$ cat config.mk
export PLATFORM = sky130hd
export DESIGN_NAME = mc_control_fsm_flat
export DESIGN_NICKNAME = d
export VERILOG_FILES = /design/src/rtl/mc_control_fsm_pkg.sv /design/src/rtl/mc_control_fsm_if.sv /design/src/rtl/mc_control_fsm_alu_control_decode.sv /design/src/rtl/mc_control_fsm.sv /design/src/flat_wrapper.sv
export SDC_FILE = /design/constraint.sdc
export NUM_CORES = 1
export LEC_CHECK = 0
export CORE_MARGIN = 5
export CORE_UTILIZATION = 50
export DETAILED_ROUTE_END_ITERATION = 7
export PLACE_DENSITY = 0.9
export SYNTH_ARGS = -nofsm -noshare
export SYNTH_HDL_FRONTEND = slang
export SYNTH_SLANG_ARGS = --single-unit
$ cat constraint.sdc
create_clock -name Clock -period 2.63 [get_ports Clock]
set_clock_uncertainty 0.1 [all_clocks]
set_input_delay 0.6575 -clock Clock [delete_from_list [all_inputs] [get_ports Clock]]
set_output_delay 0.6575 -clock Clock [all_outputs]
set_load 0.01 [all_outputs]
$ cat src/rtl/mc_control_fsm_pkg.sv
// Shared types and constants for the multicycle MIPS control unit.
// Includes the state encoding, opcode/funct/ALU code constants and the
// Moore decode of control outputs per state.
package mc_ctrl_pkg;

    typedef enum logic [3:0] {
        S_FETCH     = 4'd0,
        S_DECODE    = 4'd1,
        S_MEM_ADDR  = 4'd2,
        S_MEM_READ  = 4'd3,
        S_MEM_WB    = 4'd4,
        S_MEM_WRITE = 4'd5,
        S_EXEC_R    = 4'd6,
        S_ALU_WB    = 4'd7,
        S_BRANCH    = 4'd8,
        S_JUMP      = 4'd9,
        S_ADDI_EXEC = 4'd10,
        S_ADDI_WB   = 4'd11,
        S_TRAP      = 4'd12
    } state_t;

    localparam logic [5:0] OP_RTYPE = 6'h00;
    localparam logic [5:0] OP_J     = 6'h02;
    localparam logic [5:0] OP_BEQ   = 6'h04;
    localparam logic [5:0] OP_ADDI  = 6'h08;
    localparam logic [5:0] OP_LW    = 6'h23;
    localparam logic [5:0] OP_SW    = 6'h2B;

    localparam logic [5:0] FN_ADD = 6'h20;
    localparam logic [5:0] FN_SUB = 6'h22;
    localparam logic [5:0] FN_AND = 6'h24;
    localparam logic [5:0] FN_OR  = 6'h25;
    localparam logic [5:0] FN_NOR = 6'h27;
    localparam logic [5:0] FN_SLT = 6'h2A;

    localparam logic [3:0] ALU_AND = 4'd0;
    localparam logic [3:0] ALU_OR  = 4'd1;
    localparam logic [3:0] ALU_ADD = 4'd2;
    localparam logic [3:0] ALU_SUB = 4'd6;
    localparam logic [3:0] ALU_SLT = 4'd7;
    localparam logic [3:0] ALU_NOR = 4'd12;

    typedef struct packed {
        logic [3:0] alu_control;
        logic       alu_src_a;
        logic [1:0] alu_src_b;
        logic       iord;
        logic       mem_read;
        logic       mem_write;
        logic       ir_write;
        logic       reg_dst;
        logic       mem_to_reg;
        logic       reg_write;
        logic [1:0] pc_source;
        logic       pc_write;
        logic       pc_write_cond;
    } ctrl_t;

    // Control outputs owned by each state; anything not set stays 0.
    function automatic ctrl_t ctrl_decode(state_t s, logic [3:0] rtype_alu);
        ctrl_t c;
        c = '0;
        case (s)
            S_FETCH: begin
                c.mem_read = 1'b1; c.ir_write = 1'b1; c.alu_src_b = 2'd1;
                c.alu_control = ALU_ADD; c.pc_write = 1'b1;
            end
            S_DECODE:    begin c.alu_src_b = 2'd3; c.alu_control = ALU_ADD; end
            S_MEM_ADDR:  begin c.alu_src_a = 1'b1; c.alu_src_b = 2'd2; c.alu_control = ALU_ADD; end
            S_MEM_READ:  begin c.mem_read = 1'b1; c.iord = 1'b1; end
            S_MEM_WB:    begin c.reg_write = 1'b1; c.mem_to_reg = 1'b1; end
            S_MEM_WRITE: begin c.mem_write = 1'b1; c.iord = 1'b1; end
            S_EXEC_R:    begin c.alu_src_a = 1'b1; c.alu_control = rtype_alu; end
            S_ALU_WB:    begin c.reg_write = 1'b1; c.reg_dst = 1'b1; end
            S_BRANCH: begin
                c.alu_src_a = 1'b1; c.alu_control = ALU_SUB;
                c.pc_source = 2'd1; c.pc_write_cond = 1'b1;
            end
            S_JUMP:      begin c.pc_source = 2'd2; c.pc_write = 1'b1; end
            S_ADDI_EXEC: begin c.alu_src_a = 1'b1; c.alu_src_b = 2'd2; c.alu_control = ALU_ADD; end
            S_ADDI_WB:   c.reg_write = 1'b1;
            default:     c = '0;
        endcase
        return c;
    endfunction

endpackage

$ cat src/rtl/mc_control_fsm_if.sv
// IR/datapath bundle between the control unit (master) and the datapath (slave).
interface mc_control_fsm_if;
    logic [5:0] Opcode;
    logic [5:0] Funct;
    logic       Zero;
    logic [3:0] AluControl;
    logic       AluSrcA;
    logic [1:0] AluSrcB;
    logic       IorD;
    logic       MemRead;
    logic       MemWrite;
    logic       IRWrite;
    logic       RegDst;
    logic       MemToReg;
    logic       RegWrite;
    logic [1:0] PCSource;
    logic       PcEn;

    modport master (
        input  Opcode, Funct, Zero,
        output AluControl, AluSrcA, AluSrcB, IorD, MemRead, MemWrite, IRWrite,
               RegDst, MemToReg, RegWrite, PCSource, PcEn
    );

    modport slave (
        output Opcode, Funct, Zero,
        input  AluControl, AluSrcA, AluSrcB, IorD, MemRead, MemWrite, IRWrite,
               RegDst, MemToReg, RegWrite, PCSource, PcEn
    );
endinterface

$ cat src/rtl/mc_control_fsm_alu_control_decode.sv
// R-type funct to ALU operation code; unknown functs fall back to ADD with valid=0.
module alu_control_decode
    import mc_ctrl_pkg::*;
(
    input  logic [5:0] funct,
    output logic [3:0] alu_control,
    output logic       valid
);

    // Pure table lookup on the funct field.
    always_comb begin
        alu_control = ALU_ADD;
        valid       = 1'b1;
        case (funct)
            FN_ADD:  alu_control = ALU_ADD;
            FN_SUB:  alu_control = ALU_SUB;
            FN_AND:  alu_control = ALU_AND;
            FN_OR:   alu_control = ALU_OR;
            FN_SLT:  alu_control = ALU_SLT;
            FN_NOR:  alu_control = ALU_NOR;
            default: valid = 1'b0;
        endcase
    end

endmodule

$ cat src/rtl/mc_control_fsm.sv
// Multicycle MIPS control FSM.
// Build option CTRL_ILLEGAL_TRAP_EN: unknown opcodes/functs park the FSM in
// TRAP with Illegal set until reset; without it they retire as NOP / ADD.
// Control outputs are registered from the decode of the next state, so they
// always match State; only PcEn mixes in the live Zero flag.
module mc_control_fsm
    import mc_ctrl_pkg::*;
#(
    parameter int COUNT_WIDTH = 32
)(
    input  logic                   Clock,
    input  logic                   Reset_n,
    mc_control_fsm_if.master       bus,
    output logic                   Illegal,
    output logic [3:0]             State,
    output logic [COUNT_WIDTH-1:0] InstrCount
);

`ifdef CTRL_ILLEGAL_TRAP_EN
    localparam bit TRAP_EN = 1'b1;
`else
    localparam bit TRAP_EN = 1'b0;
`endif

    state_t                 state_q, next_state;
    ctrl_t                  ctrl_q;
    logic [5:0]             funct_q;
    logic [COUNT_WIDTH-1:0] count_q;
    logic                   illegal_q;
    logic                   retire;
    logic [5:0]             dec_funct;
    logic [3:0]             dec_alu;
    logic                   funct_valid;

    // The funct is live on the bus in DECODE, when EXEC_R's code is registered.
    assign dec_funct = (state_q == S_DECODE) ? bus.Funct : funct_q;

    alu_control_decode u_alu_dec (
        .funct       (dec_funct),
        .alu_control (dec_alu),
        .valid       (funct_valid)
    );

    // Next-state selection and retire detection.
    always_comb begin
        next_state = S_FETCH;
        retire     = 1'b0;
        case (state_q)
            S_FETCH:     next_state = S_DECODE;
            S_DECODE: begin
                case (bus.Opcode)
                    OP_LW, OP_SW: next_state = S_MEM_ADDR;
                    OP_RTYPE:     next_state = (funct_valid || !TRAP_EN) ? S_EXEC_R : S_TRAP;
                    OP_BEQ:       next_state = S_BRANCH;
                    OP_J:         next_state = S_JUMP;
                    OP_ADDI:      next_state = S_ADDI_EXEC;
                    default: begin
                        next_state = TRAP_EN ? S_TRAP : S_FETCH;
                        retire     = !TRAP_EN;
                    end
                endcase
            end
            S_MEM_ADDR:  next_state = (bus.Opcode == OP_SW) ? S_MEM_WRITE : S_MEM_READ;
            S_MEM_READ:  next_state = S_MEM_WB;
            S_EXEC_R:    next_state = S_ALU_WB;
            S_ADDI_EXEC: next_state = S_ADDI_WB;
            S_MEM_WB, S_MEM_WRITE, S_ALU_WB, S_BRANCH, S_JUMP, S_ADDI_WB: begin
                next_state = S_FETCH;
                retire     = 1'b1;
            end
            S_TRAP:      next_state = TRAP_EN ? S_TRAP : S_FETCH;
            default:     next_state = S_FETCH;
        endcase
    end

    // State, registered controls, latched funct, retire counter, sticky illegal.
    always_ff @(posedge Clock or negedge Reset_n) begin
        if (!Reset_n) begin
            state_q   <= S_FETCH;
            ctrl_q    <= ctrl_decode(S_FETCH, ALU_ADD);
            funct_q   <= '0;
            count_q   <= '0;
            illegal_q <= 1'b0;
        end else begin
            state_q <= next_state;
            ctrl_q  <= ctrl_decode(next_state, dec_alu);
            if (state_q == S_DECODE) funct_q <= bus.Funct;
            if (retire) count_q <= count_q + COUNT_WIDTH'(1);
            if (TRAP_EN && next_state == S_TRAP) illegal_q <= 1'b1;
        end
    end

    assign bus.AluControl = ctrl_q.alu_control;
    assign bus.AluSrcA    = ctrl_q.alu_src_a;
    assign bus.AluSrcB    = ctrl_q.alu_src_b;
    assign bus.IorD       = ctrl_q.iord;
    assign bus.MemRead    = ctrl_q.mem_read;
    assign bus.MemWrite   = ctrl_q.mem_write;
    assign bus.IRWrite    = ctrl_q.ir_write;
    assign bus.RegDst     = ctrl_q.reg_dst;
    assign bus.MemToReg   = ctrl_q.mem_to_reg;
    assign bus.RegWrite   = ctrl_q.reg_write;
    assign bus.PCSource   = ctrl_q.pc_source;
    assign bus.PcEn       = ctrl_q.pc_write | (ctrl_q.pc_write_cond & bus.Zero);

    assign Illegal    = TRAP_EN ? illegal_q : 1'b0;
    assign State      = state_q;
    assign InstrCount = count_q;

endmodule

$ cat src/flat_wrapper.sv
// flat-port wrapper written by rule: the top's interface ports become plain ports
module mc_control_fsm_flat import mc_ctrl_pkg::*;
#(
    parameter int COUNT_WIDTH = 32
)
  (Clock, Reset_n, Illegal, State, InstrCount, bus_Opcode, bus_Funct, bus_Zero, bus_AluControl, bus_AluSrcA, bus_AluSrcB, bus_IorD, bus_MemRead, bus_MemWrite, bus_IRWrite, bus_RegDst, bus_MemToReg, bus_RegWrite, bus_PCSource, bus_PcEn);
  mc_control_fsm_if bus_i ();
  input  logic Clock;
  input  logic Reset_n;
  output logic Illegal;
  output logic [3:0] State;
  output logic [COUNT_WIDTH-1:0] InstrCount;
  input wire logic [$bits(bus_i.Opcode)-1:0] bus_Opcode;
  input wire logic [$bits(bus_i.Funct)-1:0] bus_Funct;
  input wire logic [$bits(bus_i.Zero)-1:0] bus_Zero;
  output wire logic [$bits(bus_i.AluControl)-1:0] bus_AluControl;
  output wire logic [$bits(bus_i.AluSrcA)-1:0] bus_AluSrcA;
  output wire logic [$bits(bus_i.AluSrcB)-1:0] bus_AluSrcB;
  output wire logic [$bits(bus_i.IorD)-1:0] bus_IorD;
  output wire logic [$bits(bus_i.MemRead)-1:0] bus_MemRead;
  output wire logic [$bits(bus_i.MemWrite)-1:0] bus_MemWrite;
  output wire logic [$bits(bus_i.IRWrite)-1:0] bus_IRWrite;
  output wire logic [$bits(bus_i.RegDst)-1:0] bus_RegDst;
  output wire logic [$bits(bus_i.MemToReg)-1:0] bus_MemToReg;
  output wire logic [$bits(bus_i.RegWrite)-1:0] bus_RegWrite;
  output wire logic [$bits(bus_i.PCSource)-1:0] bus_PCSource;
  output wire logic [$bits(bus_i.PcEn)-1:0] bus_PcEn;
  assign bus_i.Opcode = bus_Opcode;
  assign bus_i.Funct = bus_Funct;
  assign bus_i.Zero = bus_Zero;
  assign bus_AluControl = bus_i.AluControl;
  assign bus_AluSrcA = bus_i.AluSrcA;
  assign bus_AluSrcB = bus_i.AluSrcB;
  assign bus_IorD = bus_i.IorD;
  assign bus_MemRead = bus_i.MemRead;
  assign bus_MemWrite = bus_i.MemWrite;
  assign bus_IRWrite = bus_i.IRWrite;
  assign bus_RegDst = bus_i.RegDst;
  assign bus_MemToReg = bus_i.MemToReg;
  assign bus_RegWrite = bus_i.RegWrite;
  assign bus_PCSource = bus_i.PCSource;
  assign bus_PcEn = bus_i.PcEn;
  mc_control_fsm #(.COUNT_WIDTH(COUNT_WIDTH)) u_core (.Clock(Clock), .Reset_n(Reset_n), .bus(bus_i), .Illegal(Illegal), .State(State), .InstrCount(InstrCount));
endmodule
Yosys cells after proc, flatten, opt, wreduce, memory -nomap -nowiden
Cells that the tools add are included.
Word-level totals
  bits in read-only memories: 0
  memories: 0
  bits in registers: 60
  memory bits (writable): 0
  output and inout port bits: 54
  bits of input ports: 15
  latch bits: 0
Cells by class
  add/subtract/negate cells: 1
  multipliers: 0
  bitwise gates (word level): 2
  equality and inequality tests: 32
  order comparisons: 0
  reduce and logical (&&, ||, !) cells: 13
  div/mod/pow operators: 0
  mux-type cells: 20
  shift operators: 0
Operators by type and width (count)
  equality test 6 bit (second input constant): 7
  one-hot mux 4 bit (5 select lines): 2
  adder 32 x 1 -> 32 bit (second input constant): 1
  equality test 4 x 3 -> 1 bit (second input constant): 8
  equality test 4 bit (second input constant): 8
  one-hot mux 4 bit (6 select lines): 1
  equality test 4 x 2 -> 1 bit (second input constant): 4
  one-hot mux 4 bit (3 select lines): 1
  OR reduction 6 bit: 2
  2-to-1 mux 1 bit: 11
  OR reduction 2 bit: 5
  equality test 4 x 1 -> 1 bit (second input constant): 2
  zero test 4 bit: 2
  OR reduction 4 bit: 2
  equality test 6 x 2 -> 1 bit (second input constant): 1
  equality test 6 x 3 -> 1 bit (second input constant): 1
  equality test 6 x 4 -> 1 bit (second input constant): 1
  zero test 6 bit: 1
  2-to-1 mux 6 bit: 1
  one-hot mux 2 bit (3 select lines): 1
  one-hot mux 2 bit (2 select lines): 1
  2-to-1 mux 3 bit: 1
  OR reduction 3 bit: 1
  one-hot mux 1 bit (2 select lines): 1
  2 further kinds: 2

Longest topological paths before layout
  word-level depth: 7
  gate-level depth with buffers: 7
  depth with buffers taken out: 6

By module
Synthesis repeated with hierarchy kept, for this count alone.
Unflattened totals
  cells, all modules: 275
  area total of the unflattened synthesis: 2926.6 um2
Modules (own cells, without submodules)
  mc_control_fsm: times used 1, cells an instance 261, area each 2811.4 um2
  alu_control_decode: times used 1, cells an instance 14, area each 115.1 um2

Least setup slack after synthesis
No wires, ideal clock.
  kind: input -> register
  start: input bus_Opcode[3]
  end: register u_core.count_q[1], in the netlist u_core.InstrCount[1]
  setup slack: 399 ps
  data required time: 2405 ps
  cell stages on the path: 6
  setup time: 125 ps
  path buffers: 2
  arrival time: 2006 ps
  cell sequence: clkbuf_1 xor2_1 o211ai_1 a31oi_2 buf_2 mux2_2
On the way
  cells in the longest elaborated chain, start to end: 4
  elaborated cells on any way between the ends: 9
  classes of those cells: eq/ne: 5; mux: 2; reduce/logical: 2
Ends and longest elaborated chain
  from (decl): line flat_wrapper.sv:13  | input wire logic [$bits(bus_i.Opcode)-1:0] bus_Opcode;
  equality test 6 bit (tied with other cells): line mc_control_fsm.sv:51  | case (bus.Opcode)
  OR reduction 6 bit (no line) *
  2-to-1 mux 1 bit *: line mc_control_fsm.sv:51
  one-hot mux 1 bit (2 select lines) *: line mc_control_fsm.sv:48  | case (state_q)
  to (signal assigned): line mc_control_fsm.sv:88  | if (retire) count_q <= count_q + COUNT_WIDTH'(1);
  to (decl): line mc_control_fsm.sv:28  | logic [COUNT_WIDTH-1:0] count_q;
Every way passes the cells marked *; elsewhere a longest branch is shown, timed or not.
A chain may end at the register's enable or synchronous reset.

Worst setup path after layout
  start: input bus_Zero
  end: output bus_PcEn
On the way
  cells in the longest elaborated chain, start to end: 2
Ends and longest elaborated chain
  from (decl): line flat_wrapper.sv:15  | input wire logic [$bits(bus_i.Zero)-1:0] bus_Zero;
  bitwise AND 1 bit: line mc_control_fsm.sv:104  | assign bus.PcEn = ctrl_q.pc_write | (ctrl_q.pc_write_cond & bus.Zero);
  bitwise OR 1 bit: line mc_control_fsm.sv:104
  to (decl): line flat_wrapper.sv:27  | output wire logic [$bits(bus_i.PcEn)-1:0] bus_PcEn;
No other way between the ends.

==> out/metrics.cfg <==
[run_status]
status = finished clean

[sta]
fin_crit_ns = 2.53
whs_ns = 0.368
setup_viol = 0
drv_slew = 0
post-route-period-util = 0.963
finalHoldViolCount = 0
rsz0062_at_grt = false
tightest_slew_ns = 0.739
max-slew-margin-rel = 0.507
fmaxAchievable_ghz = 0.395

[cts]
htreeDepth = 3
cts_sinks = 59
cts_tree = done
holdBufCountCts = 0
path_clk_slew_ns = 0.07
cts_made_buffers = 9
worstSkewPairLatency_ns = 0.34
cts.path.max_buffers = 2
cts_root_buffer = clkbuf_8
post_cts_buffers = 0
post_cts_resize_count = 0

[yosys]
synth-edff-count = 0
yosysSeqAreaShare = 0.492
synth.area.top_cells = dfrtp_1 (45%), xor2_1 (7.8%), nor4_2 (5.8%), dfstp_2 (4.4%), buf_4 (2.5%)
synth_commonest_cells = dfrtp_1 (54), xor2_1 (27), nand2_1 (19), nor2_1 (16)
syn_inst = 276
synth.cell_area_sq_mm = 0.00302
synth_area_leader_cell = dfrtp_1
synth.most_common_cell = dfrtp_1
synth.distinct_cells = 52
synth_fp_nets = 292
synth_warnings = 0
yosysTopAreaCellShare = 0.448
syn_area_per_cell_sq_um = 10.9
yosys_most_used_dff = dfrtp_1
synthArstFlopShare = 1.00
synth-seq-cells = 59

[floorplan]
num_rows = 28
die_x_microns = 87.7
dieHeight_microns = 87.7
design.die.area_sq_mm = 0.00768
num_io_pins = 69
initial_core_util = 0.512
core_area_sq_mm = 0.00589

[critical_path]
crit_required_ns = 1.87
crit_chain = clkdlybuf4s50_1, a21o_1, clkdlybuf4s50_1
worst-path-stages = 3
critPathArrivalTime_ns = 1.78
slowest_stage = clkdlybuf4s50_1
r2r_cells = 5
endpoint_kind = output pin
path_buf_inv = 2
path_class = input port to output pin
cpPeakStageDelay_ns = 0.56
cpLargestDelayFamily = buffers and inverters
cp_max_fo = 1
crit_top_cell = clkdlybuf4s50_1
critPathLaunchType = input port

[global_route]
grt_max_degree = 60
grt-ovfl-total = 0
grt_first_pass_wirelength_microns = 11100
antenna_found_initial = 0
grt_pass1_vias = 2309
grt_usage = 0.188

[cells_and_area]
nFillCells = 460
antennaDiodeCount = 0
fin_util = 0.668
areaGrowthSynthToFinish_pct = 30.4
layout-drive-gt1-share = 0.178
fin_nets = 364

[detailed_routing]
vias_per_cell = 5.44
drt-initial-drc-count = 147
wl_microns = 6510
ant_nets = 0
wire_per_inst_microns = 15.2
dr.pass1.iters = 4
drc = 0
num_vias = 2328

[pwr]
vdd_ir_drop_max_v = 0.000532
power_density_mw_per_mm2 = 786
cellLeakagePower_nw = 1.83

[place]
numPortBuffers = 67
hpwlAfterDp_microns = 4900
gp_congestion = 0.883

[run]
maxCapViolCount = 0

[worst_hold_path]
hold_class = input port to async pin

layout by cell type (no fill, tap or decap), types with 4 or more instances in the layout:
master | Yosys | final
and3_1 | 4 | 4
nand2_1 | 19 | 19
clkbuf_8 | 0 | 11
nor2_1 | 16 | 16
mux2i_1 | 4 | 4
inv_1 | 13 | 13
nor2b_1 | 4 | 4
nand3_1 | 13 | 13
xor2_1 | 27 | 27
nor3_1 | 14 | 14
clkdlybuf4s50_1 | 0 | 66
mux2_2 | 5 | 5
nand4_1 | 8 | 8
dfrtp_1 | 54 | 54
xnor2_1 | 6 | 6
o21ai_0 | 5 | 5
clkinv_2 | 0 | 4
buf_4 | 10 | 15
nor4_2 | 14 | 14
dfstp_2 | 5 | 5
flip-flops by register name (all words and copies together) (netlist names), 2 cells and up:
name                   cells
u_core.InstrCount         32
u_core.funct_q             6
u_core.State               4
u_core.bus.AluControl      4
u_core.bus.AluSrcB         2
u_core.ctrl_q              2
cell type report:
| cell class | instances | area [sq um] | area share |
|---|---|---|---|
| flip-flops and latches | 59 | 1480 | 0.377 |
| repair buffers | 82 | 778 | 0.198 |
| well taps | 75 | 93.8 | 0.0239 |
| clock buffers | 11 | 151 | 0.0385 |
| clock inverters | 5 | 27.5 | 0.00700 |
| inverters | 13 | 48.8 | 0.0124 |
| multi-input cells | 183 | 1350 | 0.343 |
worst register-to-register path, stage by stage (launching register included):
cell     delay [ns]
dfrtp_1        0.47
nand3_2        0.15
or3_1          0.58
buf_4          0.30
nor4_2         0.32
xor2_1         0.18
path summary, 6_finish.rpt:
kind / start / endpoint / slack (ns)
setup / recovery: bus_Zero / bus_PcEn / 0.1
hold / removal: Reset_n / u_core.InstrCount[8]$_DFFE_PN0P_ / 0.37
setup reg to reg: u_core.InstrCount[2]$_DFFE_PN0P_ / u_core.InstrCount[16]$_DFFE_PN0P_ / 0.46
hold reg to reg: u_core.InstrCount[22]$_DFFE_PN0P_ / u_core.InstrCount[22]$_DFFE_PN0P_ / 0.39
max in group asynchronous: Reset_n / u_core.funct_q[3]$_DFF_PN0_ / 1.57
min in group Clock: u_core.InstrCount[22]$_DFFE_PN0P_ / u_core.InstrCount[22]$_DFFE_PN0P_ / 0.39
cells by family after synthesis:
logic type,synth area share
AOI/OAI and AO/OA,0.0589
xor gates and xnor gates,0.0959
adders and majority gates,0.00415
buffers and inverters,0.0639
DFF,0.492
muxes,0.0319
other,0.00124
and+or+nand+nor,0.252
through the flow:
step / total power, mW / area (sq um) / setup WS, ns / TNS, ns / std cells
finish: 3.09 / 3930 / 0.0975 / 0 / 428
global route: 3.29 / 3930 / 0.0559 / 0 / 428
CTS: 3.13 / 3930 / 0.0885 / 0 / 428
detailed placement: 2.37 / 3750 / -0.145 / -2.04 / 412
global placement: 2.33 / 3750 / -0.0274 / -0.0720 / 412
floorplan: 1.95 / 3020 / 0.399 / 0 / 276
where the power goes:
part	internal [mW]	switching [mW]
combinational	0.534	0.560
clock	0.386	0.360
sequential	1.09	0.160
metal layers:
metal | part of all wire | track usage | routed length (microns)
met5 | 0 | 0 | 0
met4 | 0.018 | 0.106 | 116
met3 | 0.064 | 0.0423 | 417
met2 | 0.51 | 0.308 | 3320
met1 | 0.41 | 0.228 | 2650
Power figures use the tool's default switching activity.
